<file path="src/rtl/stmach_lap_v.sv">
// Stopwatch control FSM with a prescaled elapsed counter and a small lap FIFO.
// Lap FIFO is show-ahead: lap_data presents the oldest entry, or 0 when empty.
module stmach_lap_v #(
  parameter int unsigned CNT_W    = 24,
  parameter int unsigned PRESCALE = 10,
  parameter int unsigned LAPS     = 4
) (
  input  logic             CLK,
  input  logic             reset,
  input  logic             DCM_lock,
  input  logic             strtstop,
  input  logic             lap,
  input  logic             lap_rd,
  output logic             clken,
  output logic             rst,
  output logic [CNT_W-1:0] count,
  output logic [CNT_W-1:0] lap_data,
  output logic             lap_valid,
  output logic             lap_full,
  output logic             lap_ovf,
  output logic             cnt_ovf
);

  localparam int unsigned PSC_W = (PRESCALE > 1) ? $clog2(PRESCALE) : 1;
  localparam int unsigned AW    = $clog2(LAPS);
  localparam int unsigned PTR_W = AW + 1;

  localparam logic [PSC_W-1:0] PSC_MAX = PSC_W'(PRESCALE - 1);

  localparam logic [1:0] CLEAR  = 2'd0;
  localparam logic [1:0] ZERO   = 2'd1;
  localparam logic [1:0] RUN    = 2'd2;
  localparam logic [1:0] PAUSED = 2'd3;

  logic [1:0]       state_q, state_d;
  logic             strt_q, lap_q;
  logic             strt_ev, lap_ev;
  logic [PSC_W-1:0] psc_q, psc_d;
  logic [CNT_W-1:0] count_q, count_d;
  logic             cnt_ovf_q, cnt_ovf_d;
  logic [PTR_W-1:0] wr_ptr_q, wr_ptr_d;
  logic [PTR_W-1:0] rd_ptr_q, rd_ptr_d;
  logic             lap_ovf_q, lap_ovf_d;
  logic [CNT_W-1:0] mem [LAPS];

  logic clr, in_run, tick;
  logic push_req, push_ok, pop, fifo_empty, fifo_full;

  // Edge detectors are not cleared by CLEAR so a held button cannot re-fire.
  always_ff @(posedge CLK or negedge reset) begin
    if (!reset) begin
      strt_q <= 1'b0;
      lap_q  <= 1'b0;
    end else begin
      strt_q <= strtstop;
      lap_q  <= lap;
    end
  end

  assign strt_ev = strtstop & ~strt_q;
  assign lap_ev  = lap & ~lap_q;

  always_comb begin
    state_d = state_q;
    if (!DCM_lock) begin
      state_d = CLEAR;
    end else begin
      case (state_q)
        CLEAR:  state_d = ZERO;
        ZERO:   if (strt_ev) state_d = RUN;
        RUN:    if (strt_ev) state_d = PAUSED;
        PAUSED: begin
          if (strt_ev)     state_d = RUN;
          else if (lap_ev) state_d = CLEAR;
        end
        default: state_d = CLEAR;
      endcase
    end
  end

  // Datapath is zeroed on the edge that enters CLEAR, so it reads 0 throughout CLEAR.
  assign clr    = (state_d == CLEAR);
  assign in_run = (state_q == RUN);
  assign tick   = in_run && (psc_q == PSC_MAX);

  always_comb begin
    psc_d = psc_q;
    if (clr) begin
      psc_d = '0;
    end else if (in_run) begin
      psc_d = tick ? '0 : psc_q + PSC_W'(1);
    end
  end

  always_comb begin
    count_d   = count_q;
    cnt_ovf_d = cnt_ovf_q;
    if (clr) begin
      count_d   = '0;
      cnt_ovf_d = 1'b0;
    end else if (tick) begin
      count_d = count_q + CNT_W'(1);
      if (&count_q) cnt_ovf_d = 1'b1;
    end
  end

  assign fifo_empty = (wr_ptr_q == rd_ptr_q);
  assign fifo_full  = (wr_ptr_q[AW] != rd_ptr_q[AW]) &&
                      (wr_ptr_q[AW-1:0] == rd_ptr_q[AW-1:0]);

  // strtstop wins over a coincident lap event, so no push on that cycle.
  assign push_req = in_run && DCM_lock && lap_ev && !strt_ev;
  assign pop      = lap_rd && !fifo_empty && (state_q != CLEAR) && !clr;
  assign push_ok  = push_req && (!fifo_full || pop);

  always_comb begin
    wr_ptr_d  = wr_ptr_q;
    rd_ptr_d  = rd_ptr_q;
    lap_ovf_d = lap_ovf_q;
    if (clr) begin
      wr_ptr_d  = '0;
      rd_ptr_d  = '0;
      lap_ovf_d = 1'b0;
    end else begin
      if (push_ok) wr_ptr_d = wr_ptr_q + PTR_W'(1);
      if (pop)     rd_ptr_d = rd_ptr_q + PTR_W'(1);
      if (push_req && fifo_full && !pop) lap_ovf_d = 1'b1;
    end
  end

  always_ff @(posedge CLK or negedge reset) begin
    if (!reset) begin
      state_q   <= CLEAR;
      psc_q     <= '0;
      count_q   <= '0;
      cnt_ovf_q <= 1'b0;
      wr_ptr_q  <= '0;
      rd_ptr_q  <= '0;
      lap_ovf_q <= 1'b0;
    end else begin
      state_q   <= state_d;
      psc_q     <= psc_d;
      count_q   <= count_d;
      cnt_ovf_q <= cnt_ovf_d;
      wr_ptr_q  <= wr_ptr_d;
      rd_ptr_q  <= rd_ptr_d;
      lap_ovf_q <= lap_ovf_d;
    end
  end

  // Storage needs no reset: entries are only visible through a valid read pointer.
  always_ff @(posedge CLK) begin
    if (push_ok) begin
      mem[wr_ptr_q[AW-1:0]] <= count_q;
    end
  end

  assign clken     = (state_q == RUN);
  assign rst       = (state_q == CLEAR);
  assign count     = count_q;
  assign lap_valid = !fifo_empty;
  assign lap_full  = fifo_full;
  assign lap_data  = fifo_empty ? '0 : mem[rd_ptr_q[AW-1:0]];
  assign lap_ovf   = lap_ovf_q;
  assign cnt_ovf   = cnt_ovf_q;

endmodule

</file>
<file path="config.mk">
export PLATFORM = sky130hd
export DESIGN_NAME = stmach_lap_v
export DESIGN_NICKNAME = d
export VERILOG_FILES = /design/src/rtl/stmach_lap_v.sv
export SDC_FILE = /design/constraint.sdc
export NUM_CORES = 1
export LEC_CHECK = 0
export CORE_MARGIN = 2
export CORE_UTILIZATION = 50
export CTS_BUF_LIST = sky130_fd_sc_hd__clkbuf_16
export CTS_CLUSTER_DIAMETER = 30
export DETAILED_ROUTE_END_ITERATION = 10
export PLACE_DENSITY = 0.74
export SYNTH_ARGS = -nofsm -noshare
export SYNTH_HDL_FRONTEND = slang
export SYNTH_SLANG_ARGS = --single-unit
</file>
<file path="constraint.sdc">
create_clock -name CLK -period 2.01 [get_ports CLK]
set_input_delay 0.402 -clock CLK [delete_from_list [all_inputs] [get_ports CLK]]
set_output_delay 0.402 -clock CLK [all_outputs]
set_load 0.02 [all_outputs]
</file>
# ---- After elaboration in Yosys (flattened, before gate mapping)
# Memory sizes are Yosys's and may differ from the RTL's.
# Cells that the tools add are included.
dict set report word_totals {
  input_bits 6
  latch_bits 0
  mem_bits_rw 96
  n_memories 1
  rom_bits 0
  reg_bits 40
}
dict set report op_classes {
  n_lt_le_gt_ge 0
  shift 0
  n_addsub 4
  bitwise_logic 4
  n_reduce_logical 28
  multipliers 0
  div 0
  eq_ne 7
  muxes 23
}
# memory depth width read_ports rd_clocked_by_memory_dff write_ports line_no
set memory_table {}
lappend memory_table {mem 4 24 1 0 1 44} ;# logic [CNT_W-1:0] mem [LAPS];
# operator n
set op_table {}
lappend op_table {{24-bit two-way mux} 3}
lappend op_table {{24-bit by 1-bit adder with 24-bit output (second input constant)} 1}
lappend op_table {{24-bit AND reduction} 1}
lappend op_table {{2-bit nonzero test} 7}
lappend op_table {{3-bit two-way mux} 4}
lappend op_table {{4-bit two-way mux} 3}
lappend op_table {{1-bit logical AND} 11}
lappend op_table {{2-bit two-way mux} 5}
lappend op_table {{2-bit one-hot mux with 4 select lines} 1}
lappend op_table {{1-bit two-way mux} 7}
lappend op_table {{3-bit by 1-bit adder with 3-bit output (second input constant)} 2}
lappend op_table {{1-bit zero test} 5}
lappend op_table {{4-bit by 1-bit adder with 4-bit output (second input constant)} 1}
lappend op_table {{2-bit == test (second input constant)} 2}
lappend op_table {{4-bit == test (second input constant)} 1}
lappend op_table {{2-bit zero test} 2}
lappend op_table {{3-bit == test} 1}
lappend op_table {{1-bit AND} 2}
lappend op_table {{2-bit by 1-bit == test with 1-bit output (second input constant)} 1}
lappend op_table {{2-bit == test} 1}
lappend op_table {{1-bit inverter} 2}
lappend op_table {{2-bit AND reduction} 1}
lappend op_table {{1-bit logical OR} 1}
lappend op_table {{1-bit != test} 1}

# ---- Logic depth before layout (Yosys ltp)
# Gate-level depths: netlist (run 1).
dict set report logic_depth {
  depth_word 13
  ltp_mapped 8
  depth_no_buf 6
}

# ---- Least setup slack after synthesis (run 1)
# No wires, ideal clock.
dict set report synth_timing {
  path_type {flip-flop to flip-flop}
  start {register state_q[0]}
  end {memory mem[3][0] (enable)}
  n_path_buf 1
  slack_ns -0.142
  t_arrival_ns 1.767
  period_less_slack_ns 2.152
  setup_time_ns 0.385
  required_ns 1.625
  stages_incl_launch_ff 6
  cell_sequence {dfrtp_1 nand2b_2 inv_2 and4_1 clkbuf_1 and3_1}
}
dict set report synth_between {
  elab_chain_len 11
  elab_cells_between_ends 22
  cone_classes {3 x eq/ne; 8 x mux; 11 x reduce/logical}
}
# item line_no
set synth_lines {}
lappend synth_lines {{from (decl)} 35} ;# logic [1:0] state_q, state_d;
lappend synth_lines {{from (signal assigned)} 141} ;# state_q <= state_d;
lappend synth_lines {{2-bit two-way mux} 74} ;# else if (lap_ev) state_d = CLEAR;
lappend synth_lines {{2-bit two-way mux} 73} ;# if (strt_ev) state_d = RUN;
lappend synth_lines {{2-bit one-hot mux with 4 select lines} 68} ;# case (state_q)
lappend synth_lines {{2-bit two-way mux} 65} ;# if (!DCM_lock) begin
lappend synth_lines {{2-bit zero test} 82} ;# assign clr = (state_d == CLEAR);
lappend synth_lines {{1-bit zero test} 113} ;# assign pop = lap_rd && !fifo_empty && (state_q != CLEAR) && !clr;
lappend synth_lines {{1-bit logical AND} 113}
lappend synth_lines {{1-bit logical OR} 114} ;# assign push_ok = push_req && (!fifo_full || pop);
lappend synth_lines {{1-bit logical AND (*)} 114}
lappend synth_lines {{1-bit two-way mux (*)} 153} ;# if (push_ok) begin
lappend synth_lines {{1-bit two-way mux (not written as such) (*)} 154} ;# mem[wr_ptr_q[AW-1:0]] <= count_q;
lappend synth_lines {{to (decl)} 44}
# Mark *: on every way between the ends. The rest lies on a longest branch, timed or not.

# ---- Final worst setup path (run 1)
dict set report layout_timing {
  start {register rd_ptr_q[0]}
  end {output port lap_data[7]}
}
dict set report layout_between {
  elab_chain_len 2
  elab_cells_between_ends 3
  cone_classes {1 x eq/ne; 1 x mux; 1 x memory}
}
# item line_no
set layout_lines {}
lappend layout_lines {{from (decl)} 42} ;# logic [PTR_W-1:0] rd_ptr_q, rd_ptr_d;
lappend layout_lines {{from (signal assigned)} 146} ;# rd_ptr_q <= rd_ptr_d;
lappend layout_lines {{memory 4 x 24 bit / 3-bit == test (equally long branches)} -}
lappend layout_lines {{24-bit two-way mux (*)} 163} ;# assign lap_data = fifo_empty ? '0 : mem[rd_ptr_q[AW-1:0]];
lappend layout_lines {{to (decl)} 17} ;# output logic [CNT_W-1:0] lap_data,
# Marked as above.

==> summary.txt, run 1 <==
Synth
  • Distinct cells, synth: 43
  • Syn_area_per_cell: 15.0 µm²
  • Most numerous cell in the Yosys netlist: edfxtp_1
  • Syn Std Cell Area: 5800 µm²
  • #FFs+latches synth: 136
  • Synth top cells by count: edfxtp_1, dfrtp_1, nor2b_1, mux4_2, a21oi_1
  • Post-synthesis net count: 400
  • Cells after Synth: 386
  • Area share of the largest cell type after synthesis: 49.7%
  • Post-synth EDFFs: 96
  • Largest area contributor in the netlist: edfxtp_1
  • Ys Warns: 0
  • Sequential fraction of the synthesis area: 66.9%
  • Area contributors post-synth: edfxtp_1, dfrtp_1, mux4_2
  • Post-synth ARST share: 29.4%
  • Dominant synthesized flop cell: edfxtp_1

Clocking
  • Clk sinks: 136
  • Cts bufs inserted: 17
  • # hold bufs at CTS: 0
  • CTS tree: yes
  • Clk_lat worst skew: 0.42 ns
  • Clock buffer depth: 2
  • CTS H-tree depth: 4
  • Root buffer cell: clkbuf_16
  • Clk pin slew, worst setup/hold paths: 0.06 ns

Power
  • VDD IR max: 0.762 mV
  • PD cells: 796 nW/µm²
  • PnR Total Power: 6.20 mW
  • LEAKAGE: 3.00 nW

Routing
  • Vias: 3829
  • Post-DRT Antenna Nets: 0
  • Vias/cell: 5.75
  • Initial DRC count: 268
  • Metal3 WL: 766 µm
  • WL per Instance: 20.2 µm
  • Final wirelength: 13.5 mm
  • Pre-antenna DRT Iters: 5
  • Routed metal-1 wirelength: 5.63 mm
  • # DRC: 0
  • Wire length on met2: 6.90 mm
  • Highest routed layer: met4

Die
  • Die Area: 12500 µm²
  • Site Rows: 39
  • Die H: 112 µm
  • Top-level port count: 60
  • Die X: 112 µm
  • Core footprint: 11400 µm²
  • Starting density of the core: 51.0%

Timing
  • Worst Clk Skew: 0.00522 ns
  • # setup viols final: 107
  • RSZ-0062 raised after global routing: true
  • Period Utilization, post-route: 114%
  • Slew Viols, Final: 0
  • Setup_tns: -13.70 ns
  • Final Hold Fails: 10
  • Transition time of the tightest slew-check pin: 0.610 ns
  • Setup ws final: -0.290 ns
  • Relative slew margins: 59.4%
  • Worst hold slack: -0.00534 ns
  • Fmax: 435 MHz
  • Post-layout min period: 2.30 ns

Placement
  • Post-Place Worst Slack: -0.217 ns
  • Dpl cell area: 7060 µm²
  • Final estimated routing congestion in global placement: 0.793
  • DP HPWL: 8.18 mm
  • Port bufs: 59

Global routing
  • Initial antenna violation count: 0
  • Grt ovf: 0
  • Largest net degree at the start of global routing: 33
  • First-pass GRT wire length: 21.6 mm
  • Total Routing Usage GR: 22.8%
  • Vias in the first global route: 3981

Finish
  • Design Area, Final: 7790 µm²
  • Sequential cell area: 3890 µm²
  • Fin nets: 524
  • Area of the multi-input gates: 1950 µm²
  • N_diodes: 0
  • Share of layout cells above drive strength 1: 32.9%
  • Syn-to-layout area delta: 34.2%
  • Filler Cell Count: 757

Worst setup path
  • Worst reg-to-reg path cell count: 6
  • Delay-heaviest family, CP: multiplexers
  • Slowest cell on crit path: mux4_2
  • Flop-to-flop setup slack: -0.10 ns
  • Slowest Stage Delay on Critical Path: 0.51 ns
  • Critical Path AT: 1.90 ns
  • Peak fanout along the critical path: 7
  • Crit path buffers/inverters: 2
  • Reg-to-Reg End: mem[0][13]$_DFFE_PP_
  • R2R Path Start: rd_ptr_q[0]$_DFFE_PN0P_
  • Critical path required time: 1.61 ns
  • Startpoint types: register
  • Crit path capture type: output port
  • Crit path cell chain: buf_12, mux4_2, nor2b_1, buf_2
  • Crit Path Category: register to output port

Min path
  • Hold Path Class: input pin to asynchronous set/reset pin

Status
  • Violated checks: negative hold slack, negative setup slack
  • Outcome: complete, but fails checks

Job
  • Max Cap Viol: 0
[routing by layer]
metal / vias to the layer above / track usage [%]
met4: 0 / 7.00
met1: 1945 / 29.8
met2: 141 / 38.4
met3: 16 / 5.55
met5: - / 0
li1: 1727 / -
[area by class of cell]
type,instances,area share [%]
Sequential cell,136,49.9
Multi-Input combinational cell,226,25.0
Timing Repair Buffer,119,14.7
Clock buffer,17,5.46
Tap cell,143,2.30
Clock inverter,15,2.07
Inverter,10,0.482
[worst max path at each step]
stage / startpoint / depth (start not counted) / endpoint / slack (ns)
after floorplan: rd_ptr_q[0]$_DFFE_PN0P_ / 4 / lap_data[10] / 0.01
after detailed placement: rd_ptr_q[0]$_DFFE_PN0P_ / 4 / lap_data[10] / -0.22
after CTS: rd_ptr_q[0]$_DFFE_PN0P_ / 5 / lap_data[13] / -0.33
after global placement: rd_ptr_q[0]$_DFFE_PN0P_ / 4 / lap_data[8] / -0.19
final: rd_ptr_q[0]$_DFFE_PN0P_ / 4 / lap_data[7] / -0.29
after global routing: rd_ptr_q[0]$_DFFE_PN0P_ / 4 / lap_data[8] / -0.32
[stage by stage]
step	utilization, %	hold WS (ns)	cells
detailed placement	62.1	0.440	627
CTS	68.1	0.00164	667
global placement	62.1	0.445	627
floorplan	-	0.106	386
finish	68.5	-0.00534	666
global route	68.5	0.0365	666
[cells by family after synthesis]
| kind of cell | count (synthesis) | synth area share (%) |
|---|---|---|
| flip-flops | 136 | 66.9 |
| AND/OR/NAND/NOR | 127 | 12.8 |
| AO/OA/AOI/OAI | 46 | 4.57 |
| buffers and inverters | 27 | 1.92 |
| multiplexers | 27 | 9.83 |
| XOR/XNOR | 15 | 2.26 |
| adder cells (fa/ha/maj) | 8 | 1.72 |
[registers in the layout, indices dropped and copies added (netlist names)]
register and flops:
mem 96, count 24, psc_q 4, rd_ptr_q 3, wr_ptr_q 3, state_q 2
cnt_ovf 1, lap_ovf 1, lap_q 1, strt_q 1
[layout by cell type (no fill, tap or decap), drive strengths merged, types with 11 or more instances in the layout]
cell | netlist | final
edfxtp | 96 | 96
buf | 6 | 87
dfrtp | 40 | 40
nor2b | 26 | 26
mux4 | 24 | 24
clkdlybuf4s50 | 0 | 22
a21oi | 20 | 20
clkbuf | 11 | 18
nand2 | 17 | 17
nor2 | 16 | 16
o21ai | 14 | 14
or3 | 11 | 11
[timing repair]
action                                  in CTS  in global routing
cloned                                       5                  0
pin swaps                                    7                  2
endpoints found under the setup margin     128                142
gates resized for setup                    143                 35
buffers inserted                             4                  1
[worst reg2reg max path: stages, from the launching register on]
cell and delay, ns:
dfrtp_2 0.49, buf_4 0.18, buf_4 0.15, xor2_2 0.16, or4_4 0.51, and3_4 0.21, buf_12 0.15
[where the power goes]
part	switching, mW	internal (mW)	leakage (nW)
sequential	0.00459	2.98	1.43
clock	1.15	1.93	0.285
combinational	0.0765	0.0544	1.28
(Power assumes the default switching activity.)
==> run 2: changes to the inputs <==
--- a/config.mk
+++ b/config.mk
@@ -10,7 +10,7 @@
 export CTS_BUF_LIST = sky130_fd_sc_hd__clkbuf_16
 export CTS_CLUSTER_DIAMETER = 30
 export DETAILED_ROUTE_END_ITERATION = 10
-export PLACE_DENSITY = 0.74
+export PLACE_DENSITY = 0.72
 export SYNTH_ARGS = -nofsm -noshare
 export SYNTH_HDL_FRONTEND = slang
 export SYNTH_SLANG_ARGS = --single-unit
==> constraint.sdc (replaced) <==
create_clock -name CLK -period 2.6 [get_ports CLK]
set_input_delay 0.52 -clock CLK [delete_from_list [all_inputs] [get_ports CLK]]
set_output_delay 0.52 -clock CLK [all_outputs]
set_load 0.02 [all_outputs]
==> run 2 against run 1 <==
- the run now ends clean
- global-route usage is 2.2 points lower
- cell area is 6.4% lower
- register-to-register slack better by 0.51 ns
- combinational power is 35% lower
- wire length is 11% lower
- worst setup slack better by 0.37 ns
- critical path type unchanged
- largest power group is now sequential cells
- highest routed layer unchanged
==> summary.txt, run 2 (synthesis gave the netlist of run 1 again) <==
Timing
  • Fmax: 396 MHz
  • Post-layout min period: 2.52 ns
  • Setup_tns: 0 ns (+13.70 ns)
  • Setup ws final: 0.0760 ns (+0.366 ns)
  • # setup viols final: 0 (-100%)
  • Worst Clk Skew: 0.00715 ns (+0.00193 ns)
  • Transition time of the tightest slew-check pin: 0.566 ns (-0.0442 ns)
  • Period Utilization, post-route: 97.1%
  • Final Hold Fails: 0 (-10)
  • RSZ-0062 raised after global routing: true
  • Slew Viols, Final: 0 (unchanged)
  • Worst hold slack: 0.0748 ns (+0.0801 ns)
  • Relative slew margins: 61.8% (+2.4 points)

Finish
  • Most common cell after layout, fill and taps aside: edfxtp_1
  • Filler Cell Count: 812 (+7.3%)
  • Area of the multi-input gates: 1820 µm² (-6.6%)
  • N_diodes: 0 (unchanged)
  • Syn-to-layout area delta: 25.7%
  • Share of layout cells above drive strength 1: 16.5% (-16 points)
  • Fin nets: 479 (-8.6%)
  • Design Area, Final: 7290 µm² (-6.4%)
  • Max reg flops: 96 (unchanged)
  • Sequential cell area: 3890 µm² (about the same)
  • Most frequent cells in the layout: edfxtp_1, dfrtp_1, clkdlybuf4s50_1

Global routing
  • Vias in the first global route: 3612 (-9.3%)
  • First-pass GRT wire length: 19.5 mm (-9.8%)
  • Total Routing Usage GR: 20.7% (-2.2 points)
  • Initial antenna violation count: 0 (unchanged)
  • Grt ovf: 0 (unchanged)
  • Largest net degree at the start of global routing: 31 (-6.1%)

Worst setup path
  • Crit path cell chain: buf_12, mux4_2, nor2b_1, dlygate4sd2_1
  • Crit path buffers/inverters: 2 (unchanged)
  • Slowest cell on crit path: mux4_2
  • Crit path capture type: output port
  • Startpoint types: register
  • Delay-heaviest family, CP: buffers and inverters
  • Peak fanout along the critical path: 12 (+5)
  • Critical Path AT: 2.00 ns (+0.10 ns)
  • Critical path required time: 2.08 ns (+0.47 ns)
  • Crit Path Category: register to output port
  • Slowest Stage Delay on Critical Path: 0.49 ns (-0.02 ns)

Clocking
  • Clk_lat worst skew: 0.41 ns (about the same)
  • Clock buffer depth: 2 (unchanged)
  • Cts bufs inserted: 17 (unchanged)
  • Root buffer cell: clkbuf_16
  • CTS H-tree depth: 4 (unchanged)
  • CTS tree: yes
  • Clk sinks: 136 (unchanged)
  • Clk pin slew, worst setup/hold paths: 0.06 ns (about the same)

Die
  • Die X: 112 µm (unchanged)
  • Top-level port count: 60 (unchanged)
  • Die H: 112 µm (unchanged)
  • Die Area: 12500 µm² (unchanged)
  • Site Rows: 39 (unchanged)
  • Starting density of the core: 51.0% (unchanged)
  • Core footprint: 11400 µm² (unchanged)

Routing
  • Initial DRC count: 186 (-31%)
  • WL per Instance: 19.2 µm (-5.1%)
  • Vias: 3554 (-7.2%)
  • Final wirelength: 11.9 mm (-11%)
  • Pre-antenna DRT Iters: 4 (-1)
  • Vias/cell: 5.72 (-0.46%)
  • # DRC: 0 (unchanged)
  • Post-DRT Antenna Nets: 0 (unchanged)

Power
  • Internal: 3.80 mW (-24%)
  • LEAKAGE: 2.61 nW (-13%)
  • Sequential fraction of design power: 49.1% (+0.9 points)
  • Logic pwr share: 1.8% (-0.3 points)
  • Clock power frac: 49.1% (-0.6 points)
  • PD cells: 646 nW/µm² (-19%)
  • VDD IR max: 0.515 mV (-32%)
  • Psw: 914 µW (-26%)
  • Sw Ratio: 19.4% (-0.48 points)

Placement
  • Post-Place Worst Slack: 0.181 ns (+0.398 ns)
  • Port bufs: 59 (unchanged)
  • Final estimated routing congestion in global placement: 0.766 (-3.3%)
  • Dpl cell area: 6700 µm² (-5.1%)
  • DP HPWL: 7.46 mm (-8.7%)

Min path
  • Hold Path Class: input pin to asynchronous set/reset pin

Job
  • Max Cap Viol: 0 (unchanged)

Status
  • Outcome: completed
==> run 2: final timing paths <==
check	startpoint	end	slack, ns	depth (start not counted)
max in group asynchronous	reset	count[11]$_DFFE_PN0P_	1.84	2
min reg2reg	cnt_ovf$_DFFE_PN0P_	cnt_ovf$_DFFE_PN0P_	0.53	2
min in group CLK	cnt_ovf$_DFFE_PN0P_	cnt_ovf$_DFFE_PN0P_	0.53	2
min	reset	wr_ptr_q[1]$_DFFE_PN0P_	0.07	1
max	rd_ptr_q[0]$_DFFE_PN0P_	lap_data[21]	0.08	4
max reg2reg	count[8]$_DFFE_PN0P_	count[23]$_DFFE_PN0P_	0.41	4
==> run 2: repair_timing <==
action,CTS,global route
pin swaps,1,0
hold buffers,0,0
gates resized for setup,30,20
endpoints found under the setup margin,26,19
gates cloned,0,0
setup buffers,1,0
==> run 2: cell type report <==
type | count | share of cell area (%)
clock buffers | 20 | 6.86
clock inverters | 12 | 1.13
inverters | 10 | 0.515
multi-input cells | 223 | 24.9
flip-flops and latches | 136 | 53.3
well taps | 143 | 2.45
repair buffers | 77 | 10.8
==> run 2: through the flow <==
step / cells / utilization, % / total power, mW
floorplan: 386 / - / 2.39
global placement: 588 / 58.9 / 2.44
detailed placement: 588 / 58.9 / 2.44
CTS: 621 / 64.0 / 4.76
global route: 621 / 64.1 / 4.86
finish: 621 / 64.1 / 4.71
==> run 2: per-layer routing <==
layer / up-vias / GRT usage, % / share of wire (%)
met5: - / 0 / 0
met4: 0 / 7.49 / 0.81
met3: 8 / 5.50 / 5.6
met2: 111 / 33.4 / 51
met1: 1797 / 27.4 / 43
li1: 1638 / - / -
==> run 2: power by group through the flow <==
stage,registers [mW],clock network (mW),logic [mW]
2_1_floorplan,2.35,0,0.0401
3_3_place_gp,2.35,0,0.0854
3_5_place_dp,2.35,0,0.0871
4_1_cts,2.31,2.36,0.0856
5_1_grt,2.31,2.46,0.0938
6_report,2.31,2.31,0.0846
==> run 3: changes to the inputs <==
--- a/config.mk
+++ b/config.mk
@@ -14,3 +14,4 @@
 export SYNTH_ARGS = -nofsm -noshare
 export SYNTH_HDL_FRONTEND = slang
 export SYNTH_SLANG_ARGS = --single-unit
+export TNS_END_PERCENT = 1
==> results of run 3 <==
No change in the layout: final DEF, timing and power equal those of run 2.
